==> src/rtl/mips_cpu_bus_master.sv <==
// Bus master that turns single CPU load/store requests into a waitrequest-style
// bus transaction: lane placement, load extension, alignment and timeout checks.
module mips_cpu_bus_master #(
  parameter int WAIT_LIMIT = 0
) (
  input  logic        clk,
  input  logic        reset,
  input  logic        req_valid,
  output logic        req_ready,
  input  logic        req_write,
  input  logic [1:0]  req_size,
  input  logic        req_signed,
  input  logic [31:0] req_addr,
  input  logic [31:0] req_wdata,
  output logic        resp_valid,
  output logic [31:0] resp_rdata,
  output logic        resp_error,
  output logic [31:0] address,
  output logic        read,
  output logic        write,
  output logic [3:0]  byteenable,
  output logic [31:0] writedata,
  input  logic        waitrequest,
  input  logic [31:0] readdata
);

  typedef enum logic [1:0] {IDLE, ACCESS, RDATA, RESP} state_t;

  localparam logic [15:0] WAIT_MAX = 16'(WAIT_LIMIT);

  state_t      state_q, state_d;
  logic        is_write_q, is_write_d;
  logic        is_signed_q, is_signed_d;
  logic [1:0]  size_q, size_d;
  logic [1:0]  lane_q, lane_d;
  logic [15:0] wait_cnt_q, wait_cnt_d;

  logic [31:0] address_d, writedata_d, resp_rdata_d;
  logic [3:0]  byteenable_d;
  logic        read_d, write_d, resp_valid_d, resp_error_d;

  logic        accept, misaligned, wait_hit;
  logic [3:0]  req_be;
  logic [31:0] req_lanes, lane_mask, load_shifted, load_data;

  assign req_ready = (state_q == IDLE) && !reset;
  assign accept    = req_valid && req_ready;
  assign wait_hit  = (WAIT_MAX != 16'd0) && (wait_cnt_q + 16'd1 == WAIT_MAX);

  // NOTE: every variable written in an always_comb gets a default first, so no
  // path leaves it unassigned and no latch is inferred.
  always_comb begin : req_decode
    misaligned = 1'b0;
    req_be     = 4'b1111;
    case (req_size)
      2'b00:   req_be = 4'b0001 << req_addr[1:0];
      2'b01: begin
        req_be     = req_addr[1] ? 4'b1100 : 4'b0011;
        misaligned = req_addr[0];
      end
      2'b10:   misaligned = |req_addr[1:0];
      default: misaligned = 1'b1;
    endcase
    lane_mask = {{8{req_be[3]}}, {8{req_be[2]}}, {8{req_be[1]}}, {8{req_be[0]}}};
    req_lanes = (req_wdata << {req_addr[1:0], 3'b000}) & lane_mask;
  end

  always_comb begin : load_extract
    load_shifted = readdata >> {lane_q, 3'b000};
    case (size_q)
      2'b00:   load_data = {{24{is_signed_q & load_shifted[7]}},  load_shifted[7:0]};
      2'b01:   load_data = {{16{is_signed_q & load_shifted[15]}}, load_shifted[15:0]};
      default: load_data = readdata;
    endcase
  end

  // NOTE: blocking assignments here describe combinational next-state values;
  // only the always_ff below creates state, and it uses non-blocking assignments.
  always_comb begin : next_state
    state_d      = state_q;
    is_write_d   = is_write_q;
    is_signed_d  = is_signed_q;
    size_d       = size_q;
    lane_d       = lane_q;
    wait_cnt_d   = wait_cnt_q;
    address_d    = address;
    byteenable_d = byteenable;
    writedata_d  = writedata;
    read_d       = read;
    write_d      = write;
    resp_valid_d = 1'b0;
    resp_rdata_d = 32'd0;
    resp_error_d = 1'b0;

    case (state_q)
      IDLE: begin
        if (accept) begin
          is_write_d  = req_write;
          is_signed_d = req_signed;
          size_d      = req_size;
          lane_d      = req_addr[1:0];
          wait_cnt_d  = 16'd0;
          if (misaligned) begin
            state_d      = RESP;
            resp_valid_d = 1'b1;
            resp_error_d = 1'b1;
          end else begin
            state_d      = ACCESS;
            address_d    = {req_addr[31:2], 2'b00};
            byteenable_d = req_be;
            writedata_d  = req_lanes;
            read_d       = !req_write;
            write_d      = req_write;
          end
        end
      end
      ACCESS: begin
        if (!waitrequest) begin
          read_d     = 1'b0;
          write_d    = 1'b0;
          wait_cnt_d = 16'd0;
          if (is_write_q) begin
            state_d      = RESP;
            resp_valid_d = 1'b1;
          end else begin
            state_d = RDATA;
          end
        end else if (wait_hit) begin
          // Slave stalled too long: abandon the bus cycle and report it.
          read_d       = 1'b0;
          write_d      = 1'b0;
          wait_cnt_d   = 16'd0;
          state_d      = RESP;
          resp_valid_d = 1'b1;
          resp_error_d = 1'b1;
        end else begin
          wait_cnt_d = wait_cnt_q + 16'd1;
        end
      end
      RDATA: begin
        state_d      = RESP;
        resp_valid_d = 1'b1;
        resp_rdata_d = load_data;
      end
      default: state_d = IDLE;
    endcase
  end

  always_ff @(posedge clk) begin
    if (reset) begin
      state_q     <= IDLE;
      is_write_q  <= 1'b0;
      is_signed_q <= 1'b0;
      size_q      <= 2'b00;
      lane_q      <= 2'b00;
      wait_cnt_q  <= 16'd0;
      address     <= 32'd0;
      byteenable  <= 4'd0;
      writedata   <= 32'd0;
      read        <= 1'b0;
      write       <= 1'b0;
      resp_valid  <= 1'b0;
      resp_rdata  <= 32'd0;
      resp_error  <= 1'b0;
    end else begin
      state_q     <= state_d;
      is_write_q  <= is_write_d;
      is_signed_q <= is_signed_d;
      size_q      <= size_d;
      lane_q      <= lane_d;
      wait_cnt_q  <= wait_cnt_d;
      address     <= address_d;
      byteenable  <= byteenable_d;
      writedata   <= writedata_d;
      read        <= read_d;
      write       <= write_d;
      resp_valid  <= resp_valid_d;
      resp_rdata  <= resp_rdata_d;
      resp_error  <= resp_error_d;
    end
  end

endmodule

==> config.mk <==
export PLATFORM = sky130hd
export DESIGN_NAME = mips_cpu_bus_master
export DESIGN_NICKNAME = d
export VERILOG_FILES = /design/src/rtl/mips_cpu_bus_master.sv
export SDC_FILE = /design/constraint.sdc
export NUM_CORES = 1
export LEC_CHECK = 0
export ABC_AREA = 0
export ABC_CLOCK_PERIOD_IN_PS = 2300
export CAP_MARGIN = 0
export CORE_MARGIN = 10
export CORE_UTILIZATION = 42
export DETAILED_ROUTE_END_ITERATION = 10
export PLACE_DENSITY = 0.78
export SLEW_MARGIN = 20
export SYNTH_ARGS = -nofsm -noshare
export SYNTH_HDL_FRONTEND = slang
export SYNTH_SLANG_ARGS = --single-unit
==> constraint.sdc <==
create_clock -name clk -period 2.3 [get_ports clk]
set_input_delay 0.69 -clock clk [delete_from_list [all_inputs] [get_ports clk]]
set_output_delay 0.69 -clock clk [all_outputs]
set_load 0.01 [all_outputs]
# ---- Word level (Yosys, flattened, before mapping)
# Index checks and enable logic that the tools add are counted.
dict set report classes {
  eq_ne 8
  shift 3
  muxes 21
  bitwise_logic 6
  reduce_logical 15
}
# op count
set op_table {}
lappend op_table {{$pmux W32 S2} 1}
lappend op_table {{$and A32 B32 Y32} 1}
lappend op_table {{$shl A32 B5 Y32} 1}
lappend op_table {{$shr A32 B5 Y16} 1}
lappend op_table {{$mux W1} 10}
lappend op_table {{$pmux W4 S2} 1}
lappend op_table {{$eq A2 B1 Y1 const B} 3}
lappend op_table {{$logic_not A2 Y1} 3}
lappend op_table {{$mux W2} 3}
lappend op_table {{$ne A2 B2 Y1 const B} 3}
lappend op_table {{$pmux W1 S3} 2}
lappend op_table {{$pmux W2 S3} 1}
lappend op_table {{$reduce_or A2 Y1} 3}
lappend op_table {{$eq A2 B2 Y1 const B} 2}
lappend op_table {{$mux W4} 1}
lappend op_table {{$pmux W1 S2} 2}
lappend op_table {{$reduce_and A2 Y1} 2}
lappend op_table {{$reduce_and A4 Y1} 1}
lappend op_table {{$shl A1 B2 Y4 const A} 1}
lappend op_table {{$not A1 Y1} 3}
lappend op_table {{$reduce_and A3 Y1} 1}
lappend op_table {{$and A1 B1 Y1} 2}
lappend op_table {{$logic_and A1 B1 Y1} 2}
lappend op_table {{$logic_not A1 Y1} 2}
lappend op_table {{$reduce_bool A2 Y1} 1}
dict set report word_totals {
  regBits 110
  input_bits 104
  wordCells 66
}

# ---- Depth between registers and ports, before layout
# Gate-level depths: netlist of the first run.
dict set report logic_depth {
  depth_word 5
  mapped_depth 9
}

# ---- Worst setup path before layout of the first run
# No wires, ideal clock.
dict set report synth_path {
  path_kind {in2reg}
  from {in req_size[0]}
  to {reg writedata[30]}
  setup_ns 0.117
  arrival_ns 1.980
  t_required_ns 2.183
  setup_slack_ns 0.202
  cell_stages 6
  path_buffers 2
  cell_sequence {clkbuf_1 > or3_1 > a21oi_1 > nor2_1 > clkbuf_1 > a32o_1}
}
dict set report synth_between {
  elab_chain_cells 4
}
# item line_no
set synth_lines {}
lappend synth_lines {{from (decl)} 11} ;# input logic [1:0] req_size,
lappend synth_lines {{$eq A2 B2 Y1, or another cell as far along} 55} ;# case (req_size)
lappend synth_lines {{$pmux W1 S3} 55}
lappend synth_lines {{$not A1 Y1 (no source line)} -}
lappend synth_lines {{$reduce_and A3 Y1 (no source line)} -}
lappend synth_lines {{to (signal assigned)} 174} ;# writedata <= writedata_d;
lappend synth_lines {{to (decl)} 22} ;# output logic [31:0] writedata,
# Parallel ways exist; a longest one is shown, timed or not.
# A chain may end at the register's enable or synchronous reset.

# ---- Worst setup path after layout of the first run
dict set report layout_path {
  from {in req_addr[1]}
  to {reg write}
}
dict set report layout_between {
  elab_chain_cells 4
}
# item line_no
set layout_lines {}
lappend layout_lines {{from (decl)} 13} ;# input logic [31:0] req_addr,
lappend layout_lines {{$reduce_or A2 Y1} 61} ;# 2'b10: misaligned = |req_addr[1:0];
lappend layout_lines {{$pmux W1 S3} 55}
lappend layout_lines {{$ne A2 B2 Y1 (no source line)} -}
lappend layout_lines {{$reduce_and A4 Y1 (no source line)} -}
lappend layout_lines {{to (signal assigned)} 176} ;# write <= write_d;
lappend layout_lines {{to (decl)} 20} ;# output logic write,
# Every way passes these cells.

==> results.yml, run 1 <==
sta:
  max_freq_mhz: 457.2
  drv_slew: 0
  setup-violations-final: 0
  rsz0062_at_grt: "false"
  tightest_slew_ns: 0.7084
  post-route-period-util: 0.9509
  layout_min_cycle_time_ns: 2.187
  clock-skew-final_ns: 0.005134
  final_hold_viol_count: 0
  maxSlewHeadroom: 0.5272
synthesis:
  synth_cell_types: 45
  syn_area_per_cell_um2: 8.819
  synth_edf_count: 0
  ys_ff_latch: 110
  synthCells: 537
  synthArstFlopShare: 0
  synth_area_um2: 4736
  synthFlopType: "dfxtp_1"
  yosysWarnings: 0
  yosysSeqAreaShare: 0.4650
clock_network:
  clkTransAtPathRegs_ns: 0.08
  cts_max_level: 3
  cts_root_buf: "clkbuf_16"
  clk_latency_ns: 0.35
  cts_tree: "yes"
  post-cts-setup-buffers: 0
  cts_made_buffers: 9
  clock_sinks: 110
  clock_path_buffers: 2
critical_path:
  cp-start-kind: "input port"
  r2r_cells: 7
  r2r_slack_ns: 0.45
  worstSetupEndpoint: "write"
  cp-end-kind: "register"
  critPathArrivalTime_ns: 2.46
  required_ns: 2.58
  cp-startpoint: "req_addr[1]"
  critPathMaxFanout: 3
  crit_type: "input port to register"
  timing.rr.start: "state_q[0]"
  reg2reg_to: "writedata[29]"
floorplan:
  die_x_um: 126.2
  ios: 209
  placeableCoreArea_um2: 10940
  die_height_um: 126.2
  dieArea_um2: 15920
  row_count: 38
  start_util: 0.4331
status:
  status: "completed"
drt:
  drt_first_iter_violations: 299
  wl_per_cell_um: 18.36
  viasPerCell: 5.288
  drc: 0
  wirelength_mm: 16.47
  vias: 4743
  first_pass_iters: 4
  antenna_left: 0
placed_design:
  place_hpwl_mm: 12.68
  port_buffers: 206
  dp.cells: 881
  place.gp.congestion: 0.8885
layout:
  drive_above_1_share: 0.08454
  fillCellCount: 850
  most-common-layout-cells: "clkdlybuf4s50_1 (203), dfxtp_1 (110), nand2_1 (100)"
  syn_to_final_growth_pct: 57.62
  nNetsFinal: 860
  final_common_cell: "clkdlybuf4s50_1"
  antenna_cells: 0
  stdcell_count: 897
global_route:
  grt_usage: 0.1972
  antenna_found_initial: 0
  grt.overflow.total: 0
  grt_pass1_vias: 4929
  grt_start_max_net_pins: 40
  grt_pass1_wl_mm: 25.88
pwr:
  p_total_mw: 5.123
  p_per_area_nw_per_um2: 686.3
  leakage_nw: 2.922
  ir_worst_vdd_uv: 564.4
min_path:
  hold_class: "register to register"
run:
  maxCapViolations: 0
[state kept, by name, indices dropped and copies added, names as in the netlist]
name / flops
resp_rdata: 32
writedata: 32
address: 30
byteenable: 4
lane_q: 2
size_q: 2
state_q: 2
is_signed_q: 1
is_write_q: 1
read: 1
resp_error: 1
resp_valid: 1
write: 1
[Yosys cell counts, types with 10 or more instances]
master | n | area (µm²)
nor2_1 | 29 | 108.9
a21o_1 | 24 | 180.2
mux2i_1 | 35 | 350.3
o2bb2ai_1 | 16 | 140.1
dfxtp_1 | 110 | 2202
buf_2 | 10 | 50.05
a21oi_1 | 62 | 310.3
nand2_1 | 100 | 375.4
clkbuf_1 | 23 | 86.33
nor2b_1 | 14 | 87.58
o21ai_0 | 17 | 85.08
[metal layers]
layer / vias to the layer above / global-route usage / wire length [µm]
met2: 191 / 0.3237 / 7806
met3: 14 / 0.09480 / 1772
met4: 0 / 0.04823 / 190
li1: 2319 / - / -
met5: - / 0 / 0
met1: 2219 / 0.2263 / 6701
[how the worst min path moves through the flow]
stage | from | to | slack [ns] | cells past startpoint
final | address[21] | address[21] | 0.46 | 2
after global routing | address[13] | address[13] | 0.48 | 2
after CTS | address[20] | address[20] | 0.46 | 2
after detailed placement | writedata[5] | writedata[5] | 0.45 | 2
after global placement | address[25] | address[25] | 0.44 | 2
after floorplan | is_write_q | is_write_q | 0.45 | 2
[what timing repair did]
| item | CTS | global route |
|---|---|---|
| resized for setup | 1 | 0 |
| setup endpoints to repair | 1 | 0 |
| hold buffers | 0 | 0 |
| hold endpoints to repair | 0 | 0 |
[layout make-up]
type | instances | area [µm²] | area share
Multi-Input combinational cell | 382 | 2357 | 0.3158
Inverter | 4 | 15.01 | 0.002011
Clock inverter | 6 | 57.56 | 0.007710
Tap cell | 140 | 175.2 | 0.02347
Timing Repair Buffer | 245 | 2419 | 0.3240
Clock buffer | 10 | 239.0 | 0.03201
Sequential cell | 110 | 2202 | 0.2950
[power by group]
part           internal [mW]  switching, mW  leakage [nW]
clock network          0.785          0.753         0.143
registers               2.03         0.0755         0.890
logic                  0.741          0.734          1.89
total                   3.56           1.56          2.92
[critical path, cell delays in order]
cell and delay (ns):
clkdlybuf4s50_1 0.45, or3_1 0.45, and3_1 0.23, or4_1 0.50, a21oi_1 0.14
[logic make-up after synthesis]
kind of cell / count (synthesis) / share of synthesized area
buffers and inverters: 46 / 0.04333
xor gates and xnor gates: 2 / 0.003699
muxes: 36 / 0.07873
AOI/OAI and AO/OA: 162 / 0.2291
adders and majority gates: 4 / 0.01057
other: 1 / 0.0007918
DFF: 110 / 0.4650
and+or+nand+nor: 176 / 0.1688
[through the flow]
| stage | setup WS [ns] | cell area, µm² | util | hold WS (ns) | setup TNS [ns] |
|---|---|---|---|---|---|
| after floorplan | 0.2025 | 4740 | - | 0.4500 | 0 |
| after global placement | -0.2253 | 7167 | 0.6554 | 0.4400 | -5.068 |
| after detailed placement | -0.2475 | 7167 | 0.6554 | 0.4456 | -7.473 |
| after CTS | 0.1080 | 7462 | 0.6824 | 0.4579 | 0 |
| after global routing | 0.04197 | 7465 | 0.6826 | 0.4756 | 0 |
| final | 0.1130 | 7465 | 0.6826 | 0.4553 | 0 |
Power figures use the tool's default switching activity.
==> run 2, diff against run 1 <==
Settings changed: GPL_TIMING_DRIVEN set to 0, PLACE_DENSITY 0.78 to 0.8.
==> results.yml, run 2 (synthesis gave the netlist of run 1 again) <==
status:
  status: "completed"
global_route:
  grt.overflow.total: 0
  grt_start_max_net_pins: 20
  met2_usage: 0.3383
  antenna_found_initial: 1
  grt_usage: 0.2043
  grt.busiest_layer: "met2"
  met3_usage: 0.08935
  grt_pass1_wl_mm: 26.85
  grt_pass1_vias: 5077
  grt_use_met1: 0.2303
drt:
  vias: 4871
  drt_first_iter_violations: 405
  wirelength_mm: 17.13
  antenna_left: 0
  wl_per_cell_um: 19.04
  first_pass_iters: 5
  viasPerCell: 5.412
  drc: 0
sta:
  drv_slew: 0
  max_freq_mhz: 450.2
  final_hold_viol_count: 0
  fin_setup_tns_ns: 0
  setup-violations-final: 0
  post-route-period-util: 0.9659
  tightest_slew_ns: 0.5636
  rsz0062_at_grt: "false"
  hold_ws_ns: 0.4534
  maxSlewHeadroom: 0.6242
  clock-skew-final_ns: 0.005943
  layout_min_cycle_time_ns: 2.221
critical_path:
  critPathArrivalTime_ns: 2.52
  required_ns: 2.59
  reg2reg_to: "writedata[1]"
  crit_type: "input port to register"
  timing.rr.start: "state_q[0]"
  cp-end-kind: "register"
  cp-start-kind: "input port"
  r2r_slack_ns: 0.27
  critPathMaxFanout: 6
  r2r_cells: 9
clock_network:
  cts_made_buffers: 9
  clk_latency_ns: 0.36
  clock_path_buffers: 2
  cts_root_buf: "clkbuf_16"
  clock_sinks: 110
  cts_max_level: 3
  clkTransAtPathRegs_ns: 0.07
  cts_tree: "yes"
layout:
  most-common-layout-cells: "clkdlybuf4s50_1 (197), dfxtp_1 (110), nand2_1 (100)"
  drive_above_1_share: 0.07632
  postLayoutCellArea_um2: 7340
  fillCellCount: 891
  reg_top3: "resp_rdata (32), writedata (32), address (30)"
  final_util: 0.6712
  nNetsFinal: 863
  stdcell_count: 900
  syn_to_final_growth_pct: 54.98
  final_common_cell: "clkdlybuf4s50_1"
  antenna_cells: 0
run:
  maxCapViolations: 0
floorplan:
  placeableCoreArea_um2: 10940
  dieArea_um2: 15920
  row_count: 38
  die_x_um: 126.2
  ios: 209
  die_height_um: 126.2
  start_util: 0.4331
min_path:
  whs_endpoint: "address[27]"
  holdCritStartpoint: "address[27]"
  worstHoldPathCells: 2
  hold_class: "register to register"
pwr:
  p_per_area_nw_per_um2: 682.5
  leakage_nw: 2.869
  ir_worst_vdd_uv: 487.7
placed_design:
  place.gp.congestion: 0.9091
  port_buffers: 203
  dpl_cell_area_um2: 6947
  dp.cells: 881
  place_hpwl_mm: 13.41
run 2: changes by cell type in the layout (fill, tap and decap cells not counted), sizes merged:
cell	before	now
clkdlybuf4s50	203	197
clkdlybuf4s15	0	1
buf	41	20
dlygate4sd2	1	0
dlymetal6s2s	0	4
clkbuf	10	35
inv	5	7
clkinv	4	3
run 2: report_power, final:
group          switching [mW]  internal, mW
clock network           0.739         0.749
registers              0.0676          2.04
logic                   0.748         0.671
total                    1.55          3.45
run 2: cell type report:
type	count	area, µm²	area share
Timing Repair Buffer	206	2061	0.2808
Buffer	42	215.2	0.02932
Clock buffer	9	225.2	0.03069
Multi-Input combinational cell	382	2390	0.3256
Sequential cell	110	2202	0.3000
Tap cell	140	175.2	0.02387
Inverter	4	15.01	0.002046
Clock inverter	7	56.30	0.007671
run 2: stage by stage:
step	setup WS (ns)	power [mW]
after floorplan	0.2025	2.895
after global placement	-0.7649	3.472
after detailed placement	-0.7991	3.517
after CTS	0.01134	4.996
after global routing	0.0004580	5.243
final	0.07853	5.010
run 2: layer usage:
layer / up-vias / share of wire
li1: 2333 / -
met1: 2294 / 0.41
met2: 216 / 0.47
met3: 26 / 0.11
met4: 2 / 0.018
met5: - / 0.00076
run 2: how the worst max path moves through the flow:
stage / from / depth (start not counted) / slack, ns / endpoint
after detailed placement: reset / 6 / -0.80 / writedata[12]
after global placement: reset / 6 / -0.76 / writedata[15]
after CTS: req_addr[1] / 5 / 0.01 / writedata[22]
final: readdata[7] / 6 / 0.08 / resp_rdata[24]
after floorplan: req_size[0] / 6 / 0.20 / writedata[30]
after global routing: state_q[1] / 4 / 0.0005 / req_ready
run 2: critical path, cell delays in order:
cell and delay [ns]:
clkdlybuf4s50_1 0.49, mux2i_2 0.09, mux4_2 0.50, nor4b_4 0.43, buf_4 0.22, a21o_1 0.09
run 2: repair_timing:
item                                    CTS  global route
gates cloned                              0             1
endpoints found under the setup margin   71            81
gates resized for setup                  17            25
pin swaps                                 1             1
buffers inserted                          1             1
hold buffers                              0             0
==> run 3, diff against run 2 <==
Settings changed: SETUP_SLACK_MARGIN set to 0.05.
==> results.yml, run 3 (synthesis gave the netlist of run 1 again) <==
status:
  status: "completed"
critical_path:
  cp-start-kind: "input port"
  r2r_slack_ns: 0.26
  required_ns: 1.61
  critPathArrivalTime_ns: 1.49
  crit_type: "input port to output port"
  reg2reg_to: "writedata[2]"
  critPathMaxFanout: 10
  cpPeakStageDelay_ns: 0.32
  cp-end-kind: "output port"
  cp-startpoint: "reset"
  cp_slowest_cell: "dlygate4sd2_1"
  cp_cell_sequence: "dlygate4sd2_1, clkbuf_8, nor2b_1, buf_2"
  r2r_cells: 9
  timing.rr.start: "state_q[0]"
global_route:
  grt_pass1_wl_mm: 26.94
  antenna_found_initial: 1
  grt_pass1_vias: 5109
  grt.overflow.total: 0
  grt_usage: 0.2051
  grt_start_max_net_pins: 20
sta:
  clock-skew-final_ns: 0.005582
  final_hold_viol_count: 0
  setup-violations-final: 0
  layout_min_cycle_time_ns: 2.176
  drv_slew: 0
  max_freq_mhz: 459.5
  hold_ws_ns: 0.4534
  rsz0062_at_grt: "false"
  post-route-period-util: 0.9462
  tightest_slew_ns: 0.5649
  maxSlewHeadroom: 0.6234
drt:
  drc: 0
  drt_first_iter_violations: 427
  first_pass_iters: 5
  viasPerCell: 5.446
  wirelength_mm: 17.18
  vias: 4907
  wl_per_cell_um: 19.06
  antenna_left: 0
clock_network:
  ctsHoldBuffers: 0
  clock_path_buffers: 2
  cts_tree: "yes"
  clk_latency_ns: 0.35
  clkTransAtPathRegs_ns: 0.07
  cts_made_buffers: 9
  clock_sinks: 110
  cts_max_level: 3
  cts_root_buf: "clkbuf_16"
floorplan:
  start_util: 0.4331
  row_count: 38
  dieArea_um2: 15920
  die_x_um: 126.2
  ios: 209
  placeableCoreArea_um2: 10940
  die_height_um: 126.2
min_path:
  worstHoldPathCells: 2
  holdCritStartpoint: "address[27]"
  hold_class: "register to register"
  whs_endpoint: "address[27]"
layout:
  final_common_cell: "clkdlybuf4s50_1"
  final_util: 0.6741
  drive_above_1_share: 0.07490
  reg_top3: "resp_rdata (32), writedata (32), address (30)"
  most-common-layout-cells: "clkdlybuf4s50_1 (196), dfxtp_1 (110), nand2_1 (100)"
  syn_to_final_growth_pct: 55.67
  antenna_cells: 0
  nNetsFinal: 864
pwr:
  pwr-share-clk: 0.296
  leakage_nw: 2.885
  power.switching_mw: 1.556
  switching_share: 0.3108
  pwr-share-comb: 0.284
  p_per_area_nw_per_um2: 679.4
  ir_worst_vdd_uv: 485.1
  power.share.sequential: 0.420
  p_int_mw: 3.452
run:
  maxCapViolations: 0
placed_design:
  place_hpwl_mm: 13.41
  place.gp.congestion: 0.9091
  port_buffers: 203
==> run 3: final cells by class <==
type                            count  area (µm²)
Clock inverter                      7       56.30
Inverter                            4       15.01
Sequential cell                   110        2202
Clock buffer                        9       225.2
Buffer                             42       211.5
Multi-Input combinational cell    382        2406
Tap cell                          140       175.2
Timing Repair Buffer              207        2081
Fill cell                         889        3563
==> run 3: repair_timing <==
action                     in CTS  in global routing
buffers inserted                2                  1
gates cloned                    0                  1
setup endpoints to repair      81                 78
resized for setup              22                 18
pin swaps                       1                  2
==> run 3: worst max path at each step <==
stage | endpoint | slack [ns] | depth (start not counted)
floorplan | writedata[30] | 0.20 | 6
global placement | writedata[15] | -0.76 | 6
global route | writedata[22] | 0.04 | 8
detailed placement | writedata[12] | -0.80 | 6
CTS | byteenable[1] | 0.04 | 6
finish | req_ready | 0.12 | 4
==> run 3: critical path: cells and delay by family <==
family	cells	cell delay (ns)
buf+inv	3	0.68
simple gates	1	0.12
==> run 3: per-layer routing <==
layer / vias up / wire [µm] / share of wire / track usage
met2: 229 / 8110 / 0.47 / 0.3408
li1: 2337 / - / - / -
met5: - / 13 / 0.00076 / 0
met3: 25 / 1850 / 0.11 / 0.08935
met4: 2 / 281 / 0.016 / 0.06832
met1: 2314 / 6918 / 0.40 / 0.2306
==> run 3: power by group through the flow <==
stage	combinational [mW]	clock, mW	sequential (mW)
6_report	1.42	1.48	2.10
5_1_grt	1.56	1.58	2.12
4_1_cts	1.39	1.51	2.10
3_5_place_dp	1.37	0	2.15
3_3_place_gp	1.33	0	2.14
2_1_floorplan	0.711	0	2.18
==> run 3: stage by stage <==
step	setup TNS, ns	instance area [µm²]	std cells	total power, mW	setup slack [ns]
after floorplan	0	4740	538	2.895	0.2025
after global placement	-41.38	6947	881	3.472	-0.7649
after detailed placement	-44.40	6947	881	3.517	-0.7991
after CTS	0	7297	899	5.004	0.04484
after global routing	0	7372	901	5.249	0.04499
final	0	7372	901	5.009	0.1237
